$ cat src/rtl/rf_write_arbiter_pkg.sv
// +----------------------------------------------------------------------+
// | rf_write_arbiter_pkg: register-file geometry shared by write-back.   |
// | Rev 1.0                                                              |
// +----------------------------------------------------------------------+
`default_nettype none

package rf_write_arbiter_pkg;

  localparam int RF_AW    = 3;
  localparam int RF_DW    = 32;
  localparam int RF_DEPTH = 1 << RF_AW;
  localparam int RF_NREQ  = 3;

  // Successor of a requester index in round-robin order.
  function automatic int rr_next(input int idx, input int n);
    return (idx + 1 >= n) ? 0 : idx + 1;
  endfunction

endpackage

`default_nettype wire

$ cat src/rtl/rf_write_arbiter_rr.sv
// +----------------------------------------------------------------------+
// | rr_arbiter: round-robin one-hot grant; owns the rotating pointer.     |
// | Rev 1.0                                                              |
// +----------------------------------------------------------------------+
`default_nettype none

module rr_arbiter
  import rf_write_arbiter_pkg::*;
#(
  parameter int NREQ = RF_NREQ
) (
  input  logic                      clk,
  input  logic                      n_rst,
  input  logic [NREQ-1:0]           req,
  input  logic                      accept,
  output logic [NREQ-1:0]           grant,
  output logic [$clog2(NREQ)-1:0]   grant_idx
);

  localparam int PW = $clog2(NREQ);

  logic [PW-1:0] r_ptr;
  logic [PW:0]   w_pos;
  logic          w_found;

  // Search starts at the pointer and wraps, so the last winner goes to the back.
  always_comb begin
    grant     = '0;
    grant_idx = '0;
    w_found   = 1'b0;
    w_pos     = '0;
    for (int k = 0; k < NREQ; k++) begin
      w_pos = {1'b0, r_ptr} + (PW+1)'(k);
      if (w_pos >= (PW+1)'(NREQ)) begin
        w_pos = w_pos - (PW+1)'(NREQ);
      end
      if (!w_found && req[w_pos[PW-1:0]]) begin
        w_found                 = 1'b1;
        grant[w_pos[PW-1:0]]    = 1'b1;
        grant_idx               = w_pos[PW-1:0];
      end
    end
  end

  always_ff @(posedge clk or negedge n_rst) begin
    if (!n_rst) begin
      r_ptr <= '0;
    end else if (accept) begin
      r_ptr <= PW'(rr_next(int'(grant_idx), NREQ));
    end
  end

endmodule

`default_nettype wire

$ cat src/rtl/rf_write_arbiter.sv
// +----------------------------------------------------------------------+
// | rf_write_arbiter: shares the RF write port round-robin and keeps the |
// | per-register busy scoreboard used by issue stall logic.  Rev 1.0     |
// +----------------------------------------------------------------------+
`default_nettype none

module rf_write_arbiter
  import rf_write_arbiter_pkg::*;
#(
  parameter int NREQ = RF_NREQ,
  parameter int AW   = RF_AW,
  parameter int DW   = RF_DW
) (
  input  logic                 clk,
  input  logic                 n_rst,
  input  logic [NREQ-1:0]      req_valid,
  input  logic [NREQ*AW-1:0]   req_addr,
  input  logic [NREQ*DW-1:0]   req_data,
  output logic [NREQ-1:0]      req_ready,
  input  logic                 rsv_valid,
  input  logic [AW-1:0]        rsv_addr,
  output logic                 rf_we,
  output logic [AW-1:0]        rf_wa,
  output logic [DW-1:0]        rf_wd,
  output logic [(1<<AW)-1:0]   busy
);

  localparam int PW    = $clog2(NREQ);
  localparam int DEPTH = 1 << AW;

  logic [NREQ-1:0]  w_grant;
  logic [PW-1:0]    w_idx;
  logic             w_accept;
  logic [AW-1:0]    w_addr;
  logic [DW-1:0]    w_data;
  logic [DEPTH-1:0] w_set;
  logic [DEPTH-1:0] w_clr;

  rr_arbiter #(
    .NREQ (NREQ)
  ) u_arb (
    .clk       (clk),
    .n_rst     (n_rst),
    .req       (req_valid),
    .accept    (w_accept),
    .grant     (w_grant),
    .grant_idx (w_idx)
  );

  // Grants are suppressed while reset is held so nothing is accepted then.
  assign req_ready = n_rst ? w_grant : '0;
  assign w_accept  = |req_ready;

  always_comb begin
    w_addr = req_addr[int'(w_idx)*AW +: AW];
    w_data = req_data[int'(w_idx)*DW +: DW];
  end

  always_ff @(posedge clk or negedge n_rst) begin
    if (!n_rst) begin
      rf_we <= 1'b0;
      rf_wa <= '0;
      rf_wd <= '0;
    end else if (w_accept) begin
      rf_we <= 1'b1;
      rf_wa <= w_addr;
      rf_wd <= w_data;
    end else begin
      rf_we <= 1'b0;
    end
  end

  generate
    for (genvar r = 0; r < DEPTH; r++) begin : g_sb
      assign w_set[r] = rsv_valid && (rsv_addr == AW'(r));
      assign w_clr[r] = rf_we && (rf_wa == AW'(r));
    end
  endgenerate

  // Set beats clear: a reservation landing with the old write keeps the bit.
  always_ff @(posedge clk or negedge n_rst) begin
    if (!n_rst) begin
      busy <= '0;
    end else begin
      busy <= (busy & ~w_clr) | w_set;
    end
  end

endmodule

`default_nettype wire

$ cat config.mk
export PLATFORM = sky130hd
export DESIGN_NAME = rf_write_arbiter
export DESIGN_NICKNAME = d
export VERILOG_FILES = /design/src/rtl/rf_write_arbiter_pkg.sv /design/src/rtl/rf_write_arbiter_rr.sv /design/src/rtl/rf_write_arbiter.sv
export SDC_FILE = /design/constraint.sdc
export NUM_CORES = 1
export LEC_CHECK = 0
export CAP_MARGIN = 40
export CORE_MARGIN = 5
export CORE_UTILIZATION = 45
export CTS_CLUSTER_SIZE = 12
export DETAILED_ROUTE_END_ITERATION = 12
export DONT_BUFFER_PORTS = 1
export SYNTH_ARGS = -nofsm -noshare
export SYNTH_HDL_FRONTEND = slang
export SYNTH_SLANG_ARGS = --single-unit
$ cat constraint.sdc
create_clock -name clk -period 2.7 [get_ports clk]
set_input_delay 0.54 -clock clk [delete_from_list [all_inputs] [get_ports clk]]
set_output_delay 0.54 -clock clk [all_outputs]
set_load 0.03 [all_outputs]
==> results of run 1 <==
## power groups by stage
stage	logic (µW)	clock network, µW	registers [µW]
final	3650	542	2050
after global routing	4010	592	2110
after global placement	3380	0	2080
after CTS	3550	567	2060
after floorplan	2900	0	1960
after detailed placement	3450	0	2070
## sequential cells by signal (all words and copies together), names as in the netlist
name	count
rf_wd	32
u_arb.r_ptr	2
rf_wa	3
busy	8
rf_we	1
## synth_stat cells, drive strengths merged, types with 5 or more instances
master   n  share of area
o21ai   20          0.035
dfrtp   46           0.39
a21oi   37          0.062
nand2b   6          0.013
mux2i   39           0.14
mux2    37           0.17
clkbuf   7         0.0088
inv      5         0.0063
nor2    39          0.049
buf     11          0.033
nand2    7         0.0088
## stage by stage
stage / TNS (ns) / hold slack (ns) / setup slack (ns) / total power, µW
6_report: 0 / 0.06520 / 0.06678 / 6243
5_1_grt: -0.01600 / 0.08015 / -0.01600 / 6704
4_1_cts: 0 / 0.07383 / 0.03555 / 6176
3_5_place_dp: 0 / 0.2477 / 0.03191 / 5526
3_3_place_gp: 0 / 0.2476 / 0.1237 / 5457
2_1_floorplan: 0 / 0.2444 / 0.09182 / 4857
## kinds of logic after synthesis
kind of cell / count (synthesis)
fa+ha+maj: 4
compound gates: 72
flops: 46
simple gates: 65
mux: 76
buf+inv: 23
## what timing repair did
action,4_1_cts,5_1_grt
setup buffers,2,5
hold buffers,1,0
endpoints found under the setup margin,5,3
endpoints found under the hold margin,46,0
resized for setup,8,9
pin swaps,0,3
## cell type report
class / instances / area [µm²] / share of cell area
Multi-Input combinational cell: 217 / 1784 / 0.5283
Clock inverter: 3 / 48.80 / 0.01445
Inverter: 5 / 18.77 / 0.005558
Timing Repair Buffer: 19 / 209.0 / 0.06187
Tap cell: 77 / 96.34 / 0.02853
Sequential cell: 46 / 1151 / 0.3409
Clock buffer: 5 / 68.82 / 0.02038
## worst reg2reg max path, cell delays in order (launching register included)
cell     delay, ns
dfrtp_1       0.45
inv_2         0.13
ha_4          0.20
mux2_4        0.33
mux2i_4       0.22
a41oi_2       0.20
nor3_4        0.26
buf_12        0.26
mux2_2        0.37
## layer usage
layer  global-route usage  vias up
met5                    0        -
met4              0.04890        0
met3              0.06777        8
met2               0.2643      136
met1               0.1947      984
li1                     -     1045
## final timing paths
kind,slack [ns],end,cells after the start
worst min register to register,0.68,u_arb.r_ptr[0],2
max in group asynchronous,2.41,rf_we,1
worst max-delay path,0.07,req_ready[0],7
min in group clk,0.33,busy[0],1
worst min-delay path,0.07,rf_wd[7],1
worst max register to register,0.16,rf_wd[10],8
==> metrics, run 1 <==
switch share 0.4705; Detailed Routing Iterations Pass 1 4; multiplexer share of the synthesized area 0.3014; most frequent cells in the layout dfrtp_1 (46), nor2_1 (39), mux2i_1 (37), a21oi_1 (37), mux2_4 (21); worst path bufs/invs 2; Max Cap Viol 0; DRC viols 0; core footprint 6386 µm²; crit start category flop; n_diodes 0; Clk pwr share 0.087; clock-pin slew on the worst setup and hold paths 0.10 ns; H-tree depth 2; cell area after synthesis 2980 µm²; initial antenna violation count 0; global-route usage over all layers 0.1622; adder-cell area share of the yosys netlist 0.01679; site row count 29; Synth Area in Simple Gates 0.1033; Critical Path End Type primary output; vias in the first global route 2200; Fmax 379.8 MHz; post-synthesis xor/xnor area fraction 0; crit path time final 2.633 ns; vias after detailed routing 2173; Routed WL 6991 µm; placed cells 356; Pwr Density 1849 nW/µm²; CP max-delay cell dfrtp_1; Mean Syn Cell Area 10.42 µm²; leading cell type in the layout, fill and taps excluded dfrtp_1; CP startpoint u_arb.r_ptr[1]; Overflow after GRT 0; skew final 0.005465 ns; routability cong. 0.9016; clk buf depth 2; outcome finished clean; Post-DRT Antenna Nets 0; Critical Path AT 2.09 ns; RSZ-0062 raised after global routing yes; Filler cells 568; Initial Util 0.4667; VDD IR max 1.338 mV; Crit path max-delay family multiplexers; final worst-path cycle share 0.9753; WP data required 2.16 ns; WL met3 784 µm; Slew headroom 0.6695; Post-DP HPWL 5157 µm; clk sinks 46; Finished Core Util 0.5288; Worst-Margin Slew 0.4958 ns; CTS root buffer clkbuf_8; number of synthesis warnings 0; Synth Register Bits 46; TritonCTS clock tree built; asr flop ratio synth 1.000; setup violators final 0; fin. max-slew vios 0; Routed met2 length 3335 µm; Flop pwr share 0.329; worst path cell trace inv_2, ha_4, mux2_4, mux2i_4, o21ai_2, a31oi_4, buf_6; sequential area share after synthesis 0.3862; largest net degree at the start of global routing 57; chip height 91.38 µm; post-placement cell area 3102 µm²; Die ar. 8350 µm²; nets 412; Cell variety after synth 40; Num CTS Buffers 5; P&R area growth vs syn 13.31%; # port buffers 0; fin cells 372; worst setup path category flop to primary output; largest family of logic cells by synthesized area multiplexers; Primary FF master, synth dfrtp_1; FF-to-FF Start u_arb.r_ptr[1]; wire length on met1 2759 µm; I/O pin total 161; per-cell routed wire length 18.79 µm; Starting DRT DRC Count 59; top routing layer in use met4; first-pass GRT wire length 11130 µm; later-pin clock latency in the skew report 0.30 ns; Comb power frac 0.584; Leakage Power 0.001365 µW; Die Wd 91.38 µm; Pint 3306 µW; Vias/cell 5.841; Design Area, Final 3377 µm²; synthesized instance count 286; crit-path max FO 6; syn_nets 404; Compound-Gate Fraction of Synth Area 0.1444; layout cells sized above 1 0.2780; Critical Path Max Stage Delay 0.45 ns; HP Class input pin to async pin; Net Sw Power 2938 µW; final hold vios 0; EDFF count, synth 0
Power figures use the tool's default switching activity.
==> inputs of run 2 (changes only) <==
--- a/config.mk
+++ b/config.mk
@@ -7,7 +7,7 @@
 export LEC_CHECK = 0
 export CAP_MARGIN = 40
 export CORE_MARGIN = 5
-export CORE_UTILIZATION = 45
+export CORE_UTILIZATION = 40
 export CTS_CLUSTER_SIZE = 12
 export DETAILED_ROUTE_END_ITERATION = 12
 export DONT_BUFFER_PORTS = 1
==> run 2 against run 1 <==
Sequential cell count unchanged. First-iteration DRC count shrank 17%. Design area rose by 0.19%. Via count grew 0.18%. Die area rose by 11%. Total power is 0.51% lower. Register-to-register slack worse by 0.05 ns. Global-route usage shrank 1.6 points. Sequential share of layout area barely moved. Critical path type unchanged. Largest cell class unchanged.
==> metrics, run 2 (same netlist as run 1, synthesis figures left out) <==
post-placement cell area 3167 µm²; Critical Path AT 2.10 ns; final hold vios 0; n_diodes 0; vias after detailed routing 2177; Routed WL 7072 µm; Comb power frac 0.599; TritonCTS clock tree built; Die Wd 96.32 µm; H-tree depth 2; worst path cell trace buf_4, ha_4, mux2i_4, o21ai_1, nand2_1, a31oi_4, buf_4; Post-DP HPWL 5230 µm; crit-path max FO 6; VDD IR max 0.7536 mV; P&R area growth vs syn 13.52%; site row count 31; Pwr Density 1836 nW/µm²; Largest regs rf_wd x32, busy x8, rf_wa x3; Setup WS post-layout 0.05643 ns; Post-DRT Antenna Nets 0; Slew headroom 0.6793; Vias/cell 5.568; Clk pwr share 0.070; Critical Path End Type primary output; Max Cap Viol 0; Place WS -0.01003 ns; worst setup path category flop to primary output; Leakage Power 0.001347 µW; HP Class input pin to async pin; first-pass GRT wire length 10600 µm; clk sinks 46; CTS root buffer clkbuf_8; Starting DRT DRC Count 49; clk buf depth 2; fin. max-slew vios 0; Reg area 1152 µm²; Die ar. 9278 µm²; Design Area, Final 3383 µm²; layout cells sized above 1 0.2671; global-route usage over all layers 0.1459; per-cell routed wire length 18.09 µm; outcome finished clean; leading cell type in the layout, fill and taps excluded dfrtp_1; Critical Path Max Stage Delay 0.39 ns; Fmax 378.3 MHz; setup violators final 0; worst path bufs/invs 2; fin cells 391; WP data required 2.16 ns; Initial Util 0.4109; core footprint 7253 µm²; clock-pin slew on the worst setup and hold paths 0.09 ns; largest net degree at the start of global routing 47; skew final 0.008162 ns; Num CTS Buffers 5; DRC viols 0; Top cell by count, worst path buf_4; Overflow after GRT 0; # port buffers 0; max reg flops 32; Filler cells 690; Biggest register rf_wd; nets 409; Worst-Margin Slew 0.4810 ns; final worst-path cycle share 0.9791; later-pin clock latency in the skew report 0.30 ns; switch share 0.4739; Pint 3268 µW; Net Sw Power 2943 µW; chip height 96.32 µm; vias in the first global route 2194; WHS 0.07609 ns; initial antenna violation count 0; CP max-delay cell dfrtp_1; routability cong. 0.7668; Detailed Routing Iterations Pass 1 4; multi-input gate area in the final layout 1778 µm²; Flop pwr share 0.331; Crit path max-delay family compound AO/OA/AOI/OAI gates; most frequent cells in the layout dfrtp_1 (45), nor2_1 (39), mux2i_1 (37), a21oi_1 (37), mux2_4 (21); crit start category flop; placed cells 378; I/O pin total 161; crit path time final 2.644 ns; overall power 6211 µW
[run 2: changes by cell type in the layout (fill, tap and decap cells not counted), sizes merged]
cell / previous run / this run
bufinv: 1 / 0
buf: 18 / 15
clkinv: 0 / 1
[run 2: worst register-to-register path, stage by stage (launching register included)]
cell     delay [ns]
dfrtp_1        0.39
buf_4          0.16
ha_4           0.19
mux2i_4        0.20
and4_1         0.20
a31oi_1        0.28
a31oi_4        0.16
nor3_4         0.31
buf_12         0.23
mux2_2         0.37
[run 2: stage by stage]
stage                     setup TNS [ns]  utilization
after global routing            -0.04634       0.4664
after floorplan                        0            -
final                                  0       0.4664
after detailed placement        -0.01467       0.4366
after CTS                              0       0.4578
after global placement                 0       0.4366
[run 2: final timing paths]
path,to,slack (ns),from,depth (start not counted)
worst max-delay path,req_ready[0],0.06,u_arb.r_ptr[0],7
worst min-delay path,busy[4],0.08,n_rst,1
worst max register to register,rf_wd[8],0.11,u_arb.r_ptr[0],9
worst min register to register,u_arb.r_ptr[0],0.67,u_arb.r_ptr[0],2
max in group asynchronous,u_arb.r_ptr[1],2.40,n_rst,1
min in group clk,busy[0],0.33,rsv_addr[1],1
[run 2: layout make-up]
| class | instances | area share |
|---|---|---|
| clock buffers | 5 | 0.02034 |
| clock inverters | 3 | 0.007396 |
| inverters | 5 | 0.005547 |
| multi-input cells | 217 | 0.5255 |
| flip-flops and latches | 46 | 0.3406 |
| well taps | 99 | 0.03661 |
| repair buffers | 16 | 0.06398 |
[run 2: power groups by stage]
| stage | logic (µW) | registers, µW | clock network, µW |
|---|---|---|---|
| after floorplan | 2900 | 1960 | 0 |
| after global placement | 3500 | 2070 | 0 |
| after detailed placement | 3590 | 2070 | 0 |
| after CTS | 3670 | 2060 | 458 |
| after global routing | 4100 | 2110 | 482 |
| final | 3720 | 2060 | 433 |
[run 2: repair_timing]
| item | in CTS | in global routing |
|---|---|---|
| pin swaps | 0 | 1 |
| endpoints found under the hold margin | 46 | 0 |
| setup buffers | 1 | 3 |
| setup endpoints to repair | 11 | 3 |
| hold buffers | 1 | 0 |
| resized for setup | 6 | 7 |
[run 2: routing by layer]
layer / vias to the layer above / routed length [µm] / global-route usage / part of all wire
li1: 1030 / - / - / -
met1: 1013 / 2762 / 0.1750 / 0.39
met2: 130 / 3403 / 0.2524 / 0.48
met3: 4 / 860 / 0.05004 / 0.12
met4: 0 / 46 / 0.03154 / 0.0065
met5: - / 0 / 0 / 0
==> inputs of run 3 (changes only) <==
--- a/config.mk
+++ b/config.mk
@@ -11,6 +11,7 @@
 export CTS_CLUSTER_SIZE = 12
 export DETAILED_ROUTE_END_ITERATION = 12
 export DONT_BUFFER_PORTS = 1
+export SKIP_LAST_GASP = 1
 export SYNTH_ARGS = -nofsm -noshare
 export SYNTH_HDL_FRONTEND = slang
 export SYNTH_SLANG_ARGS = --single-unit
==> constraint.sdc (replaced) <==
create_clock -name clk -period 2.7 [get_ports clk]
set_input_delay 0.675 -clock clk [delete_from_list [all_inputs] [get_ports clk]]
set_output_delay 0.675 -clock clk [all_outputs]
set_load 0.03 [all_outputs]
==> run 3 against run 2 <==
Clock skew shrank 0.0043 ns. Design area grew 2.6%. Clock power shrank 4%. Sequential share of layout area shrank 0.86 points. Register-to-register slack is essentially flat. Fmax shrank 0.27%. Critical path type unchanged.
==> metrics, run 3 (same netlist as run 1, synthesis figures left out) <==
fin. max-slew vios 0; Initial Util 0.4109; clock-pin slew on the worst setup and hold paths 0.09 ns; worst path cell trace inv_1, ha_4, nand2_1, o21ai_2, nand3_1, a41oi_4, buf_6; clk sinks 46; Overflow after GRT 0; Leakage Power 0.001401 µW; setup violators final 0; Place WS 0.007296 ns; H-tree depth 2; Routed WL 7290 µm; placed cells 379; Fmax 377.3 MHz; Die ar. 9278 µm²; I/O pin total 161; routability cong. 0.8279; crit-path max FO 11; worst path bufs/invs 2; Largest regs rf_wd x32, busy x8, rf_wa x3; CP max-delay cell dfrtp_1; final hold vios 0; Critical Path End Type primary output; RSZ-0062 raised after global routing yes; site row count 31; vias in the first global route 2194; Die Wd 96.32 µm; max reg flops 32; leading cell type in the layout, fill and taps excluded dfrtp_1; Design Area, Final 3471 µm²; Reg2Reg Depth 11; WHS 0.06852 ns; skew final 0.003866 ns; layout cells sized above 1 0.2990; core footprint 7253 µm²; crit path time final 2.651 ns; TritonCTS clock tree built; Post-DP HPWL 5148 µm; worst setup path category flop to primary output; Max Cap Viol 0; Pwr Density 1855 nW/µm²; most frequent cells in the layout dfrtp_1 (45), nor2_1 (39), mux2i_1 (37), a21oi_1 (37), mux2_4 (21); largest net degree at the start of global routing 51; DRC viols 0; outcome finished clean; Critical Path AT 1.98 ns; vias after detailed routing 2220; Worst-Margin Slew 0.4574 ns; chip height 96.32 µm; Crit path max-delay family compound AO/OA/AOI/OAI gates; r2r endpoint rf_wd[3]; Slew headroom 0.6951; crit start category flop; Detailed Routing Iterations Pass 1 4; later-pin clock latency in the skew report 0.29 ns; WP data required 2.03 ns; initial antenna violation count 0; Starting DRT DRC Count 34; Reg2Reg Setup Slack 0.10 ns; Vias/cell 5.550; Critical Path Max Stage Delay 0.37 ns; nets 418; P&R area growth vs syn 16.46%; final worst-path cycle share 0.9817; HP Class input pin to async pin; Post-DRT Antenna Nets 0; global-route usage over all layers 0.1441; clk buf depth 2; Hold Buf Count CTS 0; post-placement cell area 3174 µm²; Biggest register rf_wd; # port buffers 0; VDD IR max 0.6711 mV; Setup WS post-layout 0.04935 ns; fin cells 400; CTS root buffer clkbuf_8; Num CTS Buffers 5; per-cell routed wire length 18.23 µm; first-pass GRT wire length 10520 µm; Filler cells 693; n_diodes 0; FF-to-FF Start u_arb.r_ptr[1]
[run 3: cell types whose count changed in the layout (fill, tap and decap cells not counted), sizes merged]
cell and change:
buf +9, clkbuf +1, clkinv +1, clkinvlp -1
inv -1
[run 3: worst max path at each step]
stage	cells after the start	slack [ns]	endpoint	startpoint
3_3_place_gp	7	0.02	req_ready[2]	u_arb.r_ptr[1]
5_1_grt	7	-0.07	req_ready[1]	u_arb.r_ptr[0]
6_report	7	0.05	req_ready[1]	u_arb.r_ptr[0]
3_5_place_dp	7	0.007	req_ready[2]	u_arb.r_ptr[1]
4_1_cts	7	-0.01	req_ready[2]	u_arb.r_ptr[0]
2_1_floorplan	11	0.09	rf_wa[0]	u_arb.r_ptr[0]
[run 3: cell type report]
cell class                      count  area [µm²]  area share
Multi-Input combinational cell    217        1795      0.5173
Tap cell                           99       123.9     0.03569
Timing Repair Buffer               25       291.5     0.08399
Clock inverter                      2       13.76    0.003965
Sequential cell                    46        1152      0.3320
Inverter                            5       21.27    0.006128
Clock buffer                        6       72.57     0.02091
[run 3: worst reg2reg max path, cell delays in order, from the launching register on]
cell and delay, ns:
dfrtp_2 0.46, inv_4 0.09, ha_4 0.19, mux2_4 0.33, mux2i_4 0.18, buf_6 0.14
a31oi_4 0.10, buf_4 0.16, nor3_4 0.18, buf_4 0.14, buf_12 0.16, mux2_2 0.35
[run 3: metal layers]
metal | routed length (µm) | track usage
met5 | 0 | 0
met3 | 889 | 0.05395
met1 | 2816 | 0.1738
met4 | 33 | 0.03505
met2 | 3550 | 0.2427
[run 3: what timing repair did]
item	in CTS	in global routing
setup buffers	6	5
pin swaps	5	8
endpoints found under the hold margin	0	0
endpoints found under the setup margin	14	39
gates resized for setup	10	10
cloned	0	2
[run 3: power by group]
| part | switching [µW] | total [µW] | internal (µW) |
|---|---|---|---|
| clock network | 232 | 415 | 183 |
| logic | 1790 | 3970 | 2170 |
| registers | 977 | 2060 | 1080 |
| total | 3000 | 6440 | 3430 |
[run 3: through the flow]
stage	setup TNS, ns	total power [µW]	util
after floorplan	0	4857	-
after global placement	0	5536	0.4376
after detailed placement	0	5628	0.4376
after CTS	-0.009903	6225	0.4620
after global routing	-0.2567	6940	0.4785
final	0	6438	0.4785
